`src/rtl/pipeline_pkg.sv`:
```
// Shared definitions for the ID stage: opcodes, ALU function codes, widths and FSM encoding.
package pipeline_pkg;

   localparam int DATA_W_DEF  = 16;
   localparam int REG_CNT_DEF = 8;
   localparam int REG_AW_DEF  = 3;

   localparam logic [4:0] OP_NOP = 5'b00000;
   localparam logic [4:0] OP_NOT = 5'b00001;
   localparam logic [4:0] OP_ADD = 5'b00010;
   localparam logic [4:0] OP_STD = 5'b00011;
   localparam logic [4:0] OP_LDD = 5'b00100;
   localparam logic [4:0] OP_LDM = 5'b00101;

   localparam logic [3:0] FUNC_STD = 4'b0000;
   localparam logic [3:0] FUNC_NOT = 4'b0001;
   localparam logic [3:0] FUNC_ADD = 4'b0010;

   typedef enum logic {
      ST_OPC = 1'b0,
      ST_IMM = 1'b1
   } dec_state_t;

endpackage

```
`src/rtl/decode_stage_if.sv`:
```
// ID/EX bundle: decode drives it as master, the execute stage consumes it as slave.
interface decode_stage_if
   import pipeline_pkg::*;
#(
   parameter int DATA_W = DATA_W_DEF,
   parameter int REG_AW = REG_AW_DEF
);
   logic              out_valid;
   logic              out_ready;
   logic              alu_en;
   logic [3:0]        func_ctrl;
   logic [DATA_W-1:0] op_a;
   logic [DATA_W-1:0] op_b;
   logic [REG_AW-1:0] dest;
   logic              reg_we;
   logic              mem_rd;
   logic              mem_wr;
   logic              illegal;

   modport master (
      output out_valid, alu_en, func_ctrl, op_a, op_b, dest, reg_we, mem_rd, mem_wr, illegal,
      input  out_ready
   );

   modport slave (
      input  out_valid, alu_en, func_ctrl, op_a, op_b, dest, reg_we, mem_rd, mem_wr, illegal,
      output out_ready
   );
endinterface

```
`src/rtl/register_file.sv`:
```
// Two-read, one-write register file with synchronous reset and write-through bypass.
module register_file
   import pipeline_pkg::*;
#(
   parameter int DATA_W  = DATA_W_DEF,
   parameter int REG_CNT = REG_CNT_DEF,
   parameter int REG_AW  = REG_AW_DEF
) (
   input  logic              clk,
   input  logic              rst,
   input  logic              i_we,
   input  logic [REG_AW-1:0] i_waddr,
   input  logic [DATA_W-1:0] i_wdata,
   input  logic [REG_AW-1:0] i_raddr_a,
   output logic [DATA_W-1:0] o_rdata_a,
   input  logic [REG_AW-1:0] i_raddr_b,
   output logic [DATA_W-1:0] o_rdata_b
);
   logic [DATA_W-1:0] r_mem [REG_CNT];

   always_ff @(posedge clk) begin
      if (rst) begin
         for (int i = 0; i < REG_CNT; i++) r_mem[i] <= '0;
      end else if (i_we) begin
         r_mem[i_waddr] <= i_wdata;
      end
   end

   // Bypass lets an instruction decoded in the same cycle as its source's write-back see the new value.
   assign o_rdata_a = (i_we && (i_waddr == i_raddr_a)) ? i_wdata : r_mem[i_raddr_a];
   assign o_rdata_b = (i_we && (i_waddr == i_raddr_b)) ? i_wdata : r_mem[i_raddr_b];
endmodule

```
`src/rtl/decode_stage.sv`:
```
// ID stage: decodes IF/ID words, reads operands and registers the ID/EX bundle.
//
// state  | meaning
// ST_OPC | next accepted word is an opcode
// ST_IMM | next accepted word is the LDM immediate
module decode_stage
   import pipeline_pkg::*;
#(
   parameter int DATA_W  = DATA_W_DEF,
   parameter int REG_CNT = REG_CNT_DEF,
   parameter int REG_AW  = REG_AW_DEF
) (
   input  logic                clk,
   input  logic                rst,
   input  logic                flush,
   input  logic                in_valid,
   output logic                in_ready,
   input  logic [DATA_W-1:0]   instr,
   input  logic                wb_en,
   input  logic [REG_AW-1:0]   wb_addr,
   input  logic [DATA_W-1:0]   wb_data,
   decode_stage_if.master      ex
);
   dec_state_t        r_state, w_state_nxt;
   logic [REG_AW-1:0] r_ldm_rd;

   logic              r_out_valid, r_alu_en, r_reg_we, r_mem_rd, r_mem_wr, r_illegal;
   logic [3:0]        r_func_ctrl;
   logic [DATA_W-1:0] r_op_a, r_op_b;
   logic [REG_AW-1:0] r_dest;

   logic [4:0]        w_op;
   logic [REG_AW-1:0] w_rd, w_rs1, w_rs2, w_raddr_b;
   logic [DATA_W-1:0] w_rdata_a, w_rdata_b;
   logic              w_xfer, w_ldm_start, w_load;

   logic              w_alu_en, w_reg_we, w_mem_rd, w_mem_wr, w_illegal;
   logic [3:0]        w_func_ctrl;
   logic [DATA_W-1:0] w_op_a, w_op_b;
   logic [REG_AW-1:0] w_dest;

   assign w_op  = instr[15:11];
   assign w_rd  = instr[10:8];
   assign w_rs1 = instr[7:5];
   assign w_rs2 = instr[4:2];

   // STD reads rd as its store data, so port B switches from rs2 to rd.
   assign w_raddr_b = (w_op == OP_STD) ? w_rd : w_rs2;

   register_file #(.DATA_W(DATA_W), .REG_CNT(REG_CNT), .REG_AW(REG_AW)) u_regfile (
      .clk       (clk),
      .rst       (rst),
      .i_we      (wb_en),
      .i_waddr   (wb_addr),
      .i_wdata   (wb_data),
      .i_raddr_a (w_rs1),
      .o_rdata_a (w_rdata_a),
      .i_raddr_b (w_raddr_b),
      .o_rdata_b (w_rdata_b)
   );

   assign in_ready    = !r_out_valid || ex.out_ready;
   assign w_xfer      = in_valid && in_ready;
   assign w_ldm_start = w_xfer && (r_state == ST_OPC) && (w_op == OP_LDM);
   assign w_load      = w_xfer && !w_ldm_start;

   always_ff @(posedge clk) begin
      if (rst) r_state <= ST_OPC;
      else     r_state <= w_state_nxt;
   end

   always_comb begin
      w_state_nxt = r_state;
      if (flush)            w_state_nxt = ST_OPC;
      else if (w_ldm_start) w_state_nxt = ST_IMM;
      else if (w_xfer)      w_state_nxt = ST_OPC;
   end

   always_comb begin
      w_alu_en    = 1'b0;
      w_func_ctrl = FUNC_STD;
      w_op_a      = '0;
      w_op_b      = '0;
      w_dest      = '0;
      w_reg_we    = 1'b0;
      w_mem_rd    = 1'b0;
      w_mem_wr    = 1'b0;
      w_illegal   = 1'b0;
      if (r_state == ST_IMM) begin
         w_alu_en = 1'b1;
         w_op_a   = instr;
         w_dest   = r_ldm_rd;
         w_reg_we = 1'b1;
      end else begin
         unique case (w_op)
            OP_NOP: ;
            OP_NOT: begin
               w_alu_en = 1'b1; w_func_ctrl = FUNC_NOT;
               w_op_b = w_rdata_a; w_dest = w_rd; w_reg_we = 1'b1;
            end
            OP_ADD: begin
               w_alu_en = 1'b1; w_func_ctrl = FUNC_ADD;
               w_op_a = w_rdata_a; w_op_b = w_rdata_b; w_dest = w_rd; w_reg_we = 1'b1;
            end
            OP_STD: begin
               w_alu_en = 1'b1; w_op_a = w_rdata_a; w_op_b = w_rdata_b;
               w_dest = w_rd; w_mem_wr = 1'b1;
            end
            OP_LDD: begin
               w_alu_en = 1'b1; w_op_a = w_rdata_a; w_dest = w_rd;
               w_mem_rd = 1'b1; w_reg_we = 1'b1;
            end
            OP_LDM: ;
            default: w_illegal = 1'b1;
         endcase
      end
   end

   always_ff @(posedge clk) begin
      if (rst) begin
         r_ldm_rd <= '0;
      end else if (w_ldm_start && !flush) begin
         r_ldm_rd <= w_rd;
      end
   end

   always_ff @(posedge clk) begin
      if (rst || flush) begin
         r_out_valid <= 1'b0;
         r_alu_en    <= 1'b0;
         r_func_ctrl <= FUNC_STD;
         r_op_a      <= '0;
         r_op_b      <= '0;
         r_dest      <= '0;
         r_reg_we    <= 1'b0;
         r_mem_rd    <= 1'b0;
         r_mem_wr    <= 1'b0;
         r_illegal   <= 1'b0;
      end else begin
         r_illegal <= w_load && w_illegal;
         if (w_load) begin
            r_out_valid <= 1'b1;
            r_alu_en    <= w_alu_en;
            r_func_ctrl <= w_func_ctrl;
            r_op_a      <= w_op_a;
            r_op_b      <= w_op_b;
            r_dest      <= w_dest;
            r_reg_we    <= w_reg_we;
            r_mem_rd    <= w_mem_rd;
            r_mem_wr    <= w_mem_wr;
         end else if (ex.out_ready) begin
            r_out_valid <= 1'b0;
         end
      end
   end

   assign ex.out_valid = r_out_valid;
   assign ex.alu_en    = r_alu_en;
   assign ex.func_ctrl = r_func_ctrl;
   assign ex.op_a      = r_op_a;
   assign ex.op_b      = r_op_b;
   assign ex.dest      = r_dest;
   assign ex.reg_we    = r_reg_we;
   assign ex.mem_rd    = r_mem_rd;
   assign ex.mem_wr    = r_mem_wr;
   assign ex.illegal   = r_illegal;
endmodule

```
`src/flat_wrapper.sv`:
```
// flat-port wrapper written by rule: the top's interface ports become plain ports
module decode_stage_flat import pipeline_pkg::*;
#(
   parameter int DATA_W  = DATA_W_DEF,
   parameter int REG_CNT = REG_CNT_DEF,
   parameter int REG_AW  = REG_AW_DEF
)
  (clk, rst, flush, in_valid, in_ready, instr, wb_en, wb_addr, wb_data, ex_out_valid, ex_alu_en, ex_func_ctrl, ex_op_a, ex_op_b, ex_dest, ex_reg_we, ex_mem_rd, ex_mem_wr, ex_illegal, ex_out_ready);
  decode_stage_if #(.DATA_W(DATA_W), .REG_AW(REG_AW)) ex_i ();
  input  logic clk;
  input  logic rst;
  input  logic flush;
  input  logic in_valid;
  output logic in_ready;
  input  logic [DATA_W-1:0] instr;
  input  logic wb_en;
  input  logic [REG_AW-1:0] wb_addr;
  input  logic [DATA_W-1:0] wb_data;
  output wire logic [$bits(ex_i.out_valid)-1:0] ex_out_valid;
  output wire logic [$bits(ex_i.alu_en)-1:0] ex_alu_en;
  output wire logic [$bits(ex_i.func_ctrl)-1:0] ex_func_ctrl;
  output wire logic [$bits(ex_i.op_a)-1:0] ex_op_a;
  output wire logic [$bits(ex_i.op_b)-1:0] ex_op_b;
  output wire logic [$bits(ex_i.dest)-1:0] ex_dest;
  output wire logic [$bits(ex_i.reg_we)-1:0] ex_reg_we;
  output wire logic [$bits(ex_i.mem_rd)-1:0] ex_mem_rd;
  output wire logic [$bits(ex_i.mem_wr)-1:0] ex_mem_wr;
  output wire logic [$bits(ex_i.illegal)-1:0] ex_illegal;
  input wire logic [$bits(ex_i.out_ready)-1:0] ex_out_ready;
  assign ex_out_valid = ex_i.out_valid;
  assign ex_alu_en = ex_i.alu_en;
  assign ex_func_ctrl = ex_i.func_ctrl;
  assign ex_op_a = ex_i.op_a;
  assign ex_op_b = ex_i.op_b;
  assign ex_dest = ex_i.dest;
  assign ex_reg_we = ex_i.reg_we;
  assign ex_mem_rd = ex_i.mem_rd;
  assign ex_mem_wr = ex_i.mem_wr;
  assign ex_illegal = ex_i.illegal;
  assign ex_i.out_ready = ex_out_ready;
  decode_stage #(.DATA_W(DATA_W), .REG_CNT(REG_CNT), .REG_AW(REG_AW)) u_core (.clk(clk), .rst(rst), .flush(flush), .in_valid(in_valid), .in_ready(in_ready), .instr(instr), .wb_en(wb_en), .wb_addr(wb_addr), .wb_data(wb_data), .ex(ex_i));
endmodule
```
`config.mk`:
```
export PLATFORM = sky130hd
export DESIGN_NAME = decode_stage_flat
export DESIGN_NICKNAME = d
export VERILOG_FILES = /design/src/rtl/pipeline_pkg.sv /design/src/rtl/decode_stage_if.sv /design/src/rtl/register_file.sv /design/src/rtl/decode_stage.sv /design/src/flat_wrapper.sv
export SDC_FILE = /design/constraint.sdc
export NUM_CORES = 1
export LEC_CHECK = 0
export ABC_AREA = 1
export CAP_MARGIN = 25
export CORE_UTILIZATION = 58
export DETAILED_ROUTE_END_ITERATION = 8
export PLACE_DENSITY = 0.87
export SYNTH_ARGS = -nofsm -noshare
export SYNTH_HDL_FRONTEND = slang
export SYNTH_SLANG_ARGS = --single-unit
export TNS_END_PERCENT = 1
```
`constraint.sdc`:
```
create_clock -name clk -period 2.6 [get_ports clk]
set_input_delay 0.78 -clock clk [delete_from_list [all_inputs] [get_ports clk]]
set_output_delay 0.78 -clock clk [all_outputs]
set_load 0.02 [all_outputs]
```
* Word-level counts from Yosys, hierarchy flattened *
Memory sizes are Yosys's and may differ from the RTL's.
Cells that the tools add are included.

storage, ports and cells
  memories kept = 1
  bits in registers = 49
  RAM bits = 128
  word-level logic and storage cells = 77
  output and inout port bits = 46

memory list
  memory                  depth  width  read ports  clocked after Yosys merged registers in  write ports  RTL line             source
  u_core.u_regfile.r_mem  8      16     2           0                                        8            register_file.sv:19  logic [DATA_W-1:0] r_mem [REG_CNT];

cells by class
  multiplexer cells = 33
  reductions and logical operators = 23
  bitwise operators = 1
  eq/ne operators = 7

operator list
  kind                                                 count
  2-to-1 mux 16 bit                                    6
  one-hot mux 16 bit (2 select lines)                  1
  2-to-1 mux 1 bit                                     20
  OR reduction 16 bit                                  1
  2-to-1 mux 3 bit                                     4
  equality test 5 x 2 -> 1 bit, second input constant  2
  equality test 5 x 3 -> 1 bit, second input constant  2
  logical AND 1 bit                                    8
  equality test 3 bit                                  2
  OR reduction 3 bit                                   2
  OR reduction 6 bit                                   1
  equality test 5 x 1 -> 1 bit, second input constant  1
  logical NOT 5 bit                                    1
  2-to-1 mux 4 bit                                     1
  one-hot mux 2 bit (2 select lines)                   1
  nonzero test 2 bit                                   2
  OR reduction 2 bit                                   2
  OR reduction 4 bit                                   1
  logical NOT 1 bit                                    3
  logical OR 1 bit                                     2
  NOT 1 bit                                            1

* Longest topological paths before layout *
  depth after elaboration = 8
  mapped depth = 14
  depth with buffers taken out = 13

* Modules after synthesis *
From an unflattened synthesis, not the netlist that was laid out.

second synthesis, totals
  cell total of the unflattened synthesis = 1477
  area total of the unflattened synthesis = 10291.1 um^2

modules (own cells, without submodules)
  module         cells an instance  sequential area each (um^2)  area an instance (um^2)  instances
  register_file  1057               3843.7                       7771.2                   1
  decode_stage   420                940.9                        2519.9                   1

* Worst setup path before layout *
Ideal clock, no wire load.

  kind = input to register
  from = input port rst
  to = memory u_core.u_regfile.r_mem[0][0] (netlist name) (enable)
  slack = 0.383 ns
  stages = 6
  buffers on the path = 1
  data arrival time = 1.845 ns
  cell sequence = inv_1 nand2_1 nor2_1 nand2_1 clkbuf_1 nand2_1

RTL lines
  item         RTL line             source
  from (decl)  flat_wrapper.sv:11   input logic rst;
  to (decl)    register_file.sv:19

* Final worst setup path *
  from = input port instr[13]
  to = register u_core.r_op_b[12] (netlist: u_core.ex.op_b[12])

between the ends
  word-level cells in the longest chain between the ends = 7
  elaborated cells on any way between the ends = 15

ends and longest elaborated chain
  item                                                                              RTL line             source
  from (decl)                                                                       flat_wrapper.sv:15   input logic [DATA_W-1:0] instr;
  parallel branches: the longest is 7 deep, another holds memory read (8 x 16 bit)  n/a
  to (signal assigned)                                                              decode_stage.sv:146  r_op_b <= w_op_b;
  to (decl)                                                                         decode_stage.sv:29   logic [DATA_W-1:0] r_op_a, r_op_b;

Several ways; the timed one is not identified.
A chain may end at the register's enable or synchronous reset.

==> metrics.md <==
| Metric | Value |
|---|---|
| Yosys reg bits | `roughly 180` |
| Crit path max fanout | `48` |
| Worst Max-Slew Pin Slew | `about 0.77 ns` |
| Fin area | `between 10000 and 15000 um^2` |
| Worst setup margin | `0.134 ns` |
| Tot Pwr | `roughly 6.8 mW` |
| Slowest CP cell | `clkdlybuf4s50_1` |
| CP startpoint kind | `primary input` |
| GR Util All Layers | `0.379` |
| Worst slew margin | `0.488` |
| Min-Delay Path Class | `flip-flop to flip-flop` |
| Clock Tree Buf Depth | `2` |
| Clock skew | `approximately 0.0074 ns` |
| Worst VDD drop | `around 500 uV` |
| Via count | `just under 10000` |
| Reg2reg path depth | `8` |
| Antenna cells | `0` |
| Root Driver | `clkbuf_16` |
| Tmin final | `between 2 and 2.5 ns` |
| Layout Utilization | `0.750` |
| Post-Synth XOR/XNOR Area | `0` |
| Synth Area in Compound Gates | `0.0524` |
| Routed Antenna Nets | `0` |
| Sequential power share | `0.475` |
| Met2 GRT Util | `0.599` |
| Power Density | `around 570 nW/um^2` |
| Pin count of the biggest net entering global routing | `49` |
| Synthesized-area fraction occupied by adder cells | `0` |
| Seq/Total Area, Yosys | `0.498` |
| Final std cells w/o fill | `about 1600` |
| Area grow syn2layout | `24.8%` |
| Die width | `131 um` |
| Switching share of power | `0.292` |
| Max_cap viols | `0` |
| Setup TNS | `0 ns` |
| Clock-pin slew on the worst setup and hold paths | `approximately 0.07 ns` |
| CTS Buf Count | `17` |
| Delay-heaviest family, CP | `simple AND/OR/NAND/NOR gates` |
| DR iter-0 viols | `1878` |
| DR pass1 iterations | `9` |
| Placed insts | `1581` |
| # resized after CTS | `1` |
| Crit-path cells | `clkdlybuf4s50_1, nor2_8, nand4_1, nand2_1, buf_12, nand2_1, nand3_1, nand3_1, nand3_2, nand2_1, a21oi_1` |
| Synthesized cell area | `a little under 10000 um^2` |
| Chip height | `131 um` |
| Maximum clock rate | `406 MHz` |
| Routability Congestion | `approximately 0.97` |
| Row count | `46` |
| CP arrival | `around 2.8 ns` |
| Fin Hold WS | `approximately 0.48 ns` |
| # nets final | `about 1400` |
| HPWL Detailed | `~22000 um` |
| # DRC | `1` |
| Levels on crit path | `11` |
| Period utilization | `0.948` |
| Post-Synth Simple-Gate Area | `0.383` |
| Post-Syn Instances | `approximately 1300` |
| IO Count | `87` |
| Initial antenna violation count | `0` |
| Postcts setup bufs | `0` |
| Met3 GRT Util | `0.108` |
| Ys async rst share | `0` |
| Total gr overflow | `0` |
| CP Capture Type | `flip-flop` |
| Worst-Skew Late Latency | `about 0.44 ns` |
| Buf/Inv on CP | `2` |
| Synth top area share | `0.400` |
| GRT Max-Usage Layer | `met2` |
| Clk sinks | `roughly 180` |
| Port bufs | `84` |
| Delay of the slowest critical-path stage | `between 0.5 and 0.6 ns` |
| Combinational Power Share | `0.166` |
| First-pass GRT wire length | `between 40000 and 50000 um` |
| Final setup fails | `0` |
| CORE AREA | `~16000 um^2` |
| Wire per inst | `19.4 um` |
| WL final | `31300 um` |
| Kind of critical path | `primary input to flip-flop` |
| Number of flops mapped to enable cells by yosys | `about 130` |
| P_sw | `~2.0 mW` |
| Reg2reg setup slack | `0.88 ns` |
| Violated checks | `design-rule violations` |
| Critical Path RT | `approximately 3.0 ns` |
| Final Hold Vio Count | `0` |
| Via density | `~6.1` |
| Pre-CTS WS | `-0.215 ns` |
| Final Max Tran Viols | `0` |
| Post-synthesis mux area share | `0` |
| Ys flop type | `edfxtp_1` |
| Clk network pwr share | `0.358` |
| Proportion of layout cells with a drive suffix above 1 | `0.125` |
| RSZ-0062 raised after global routing | `no` |
| CTS H-Tree Depth | `4` |
| Hold Path Depth | `2` |
| Synth warn | `0` |
| Critical Path Most Common Cell | `nand2_1` |
| Hold Buf Count CTS | `0` |
| TritonCTS clock tree | `yes` |
| Avg Synthesized Cell Area | `7.69 um^2` |
| Initial Util | `0.600` |
| Yosys top cell by area | `edfxtp_1` |
| Main combinational cell family by area after synthesis | `simple AND/OR/NAND/NOR gates` |
| Area post-placement | `between 10000 and 15000 um^2` |
| Synth cell types | `30` |
| Die area | `between 15000 and 20000 um^2` |
| Leakage | `~5 nW` |
| Met1 usage | `0.497` |
| Vias in the first global route | `a little under 9000` |
| Internal Power | `roughly 4.8 mW` |
| Outcome | `finished, violations left` |
| Synth top area cells | `edfxtp_1 40%, nand3_1 15%, nand2_1 14%, dfxtp_1 9.8%, nor2_1 5.5%` |
kinds of logic (layout without fill, tap and decap cells):
group / count (synthesis) / after routing
AOI/OAI and AO/OA: 98 / 98
buffers and inverters: 153 / 299
DFF: 175 / 175
other: 1 / 2
and+or+nand+nor: 823 / 823
worst paths after layout:
| kind | start | endpoint |
|---|---|---|
| worst max-delay path | instr[13] | u_core.ex.op_b[12] |
| worst min-delay path | u_core.ex.mem_rd | u_core.ex.mem_rd |
| worst max register to register | u_core.r_state | u_core.ex.op_a[14] |
| worst min register to register | u_core.ex.mem_rd | u_core.ex.mem_rd |
synthesized netlist by cell type, types with 2 or more instances:
cell type,number
nor2_4,3
nor2_2,3
dfxtp_1,47
o21ai_0,25
nor2_1,140
nand4_1,4
buf_4,8
clkinv_1,19
inv_1,52
buf_1,9
nor2_8,4
inv_2,5
nand3_2,9
nand2_1,361
buf_2,20
nand2_2,6
nor3_1,3
a21oi_1,68
nand2_4,3
clkbuf_1,39
nand3_1,285
edfxtp_1,128
o31ai_1,2
layout by cell type (no fill, tap or decap), types with 4 or more instances in the layout:
cell type and count:
nor2_1 140, clkdlybuf4s50_1 82, edfxtp_1 128, inv_1 51, nand4_1 4, a21oi_1 68
nand2_1 361, nand3_1 285, o21ai_0 25, buf_4 85, inv_6 6, nand3_2 9
dfxtp_1 47, nand2_2 6, clkbuf_16 17, buf_12 22, clkinv_1 21, nor2_8 4
inv_2 6
worst reg2reg max path, cell delays in order, from the launching register on:
cell and delay [ns]:
dfxtp_1 0.31, buf_4 0.26, inv_1 0.17, nand2_1 0.12, nand2_1 0.13, buf_12 0.20
buf_4 0.16, a21oi_1 0.15, a21oi_1 0.10
area by class of cell:
cell class                 count  area [um^2]
clock buffer                  17          425
clock inverter                15          126
fill                        1125         4010
inverter                      76          285
multi-input combinational    923         4190
sequential                   175         4780
tap                          216          270
timing repair buffer         191         1910
sequential cells by signal, indices dropped and copies added, names as in the netlist:
register,count
u_core.ex.alu_en,1
u_core.ex.dest,3
u_core.ex.mem_wr,1
u_core.ex.out_valid,1
u_core.ex.mem_rd,1
u_core.r_ldm_rd,3
u_core.ex.op_a,16
u_core.ex.op_b,16
u_core.ex.reg_we,1
u_core.u_regfile.r_mem,128
u_core.r_state,1
u_core.ex.func_ctrl,2
u_core.ex.illegal,1
power by group through the flow:
stage               combinational [mW]  clock [mW]  sequential [mW]
finish                            1.13        2.43             3.23
global route                      1.20        2.54             3.24
CTS                               1.09        2.43             3.22
detailed placement                1.08           0             3.28
global placement                  1.06           0             3.27
floorplan                        0.592           0             3.27
metal layers:
metal,vias up,part of all wire
met5,-,0
met4,0,0.040
met3,153,0.15
li1,4438,-
met1,4443,0.36
met2,868,0.45
Note: power is estimated with default switching activity, not from simulation.
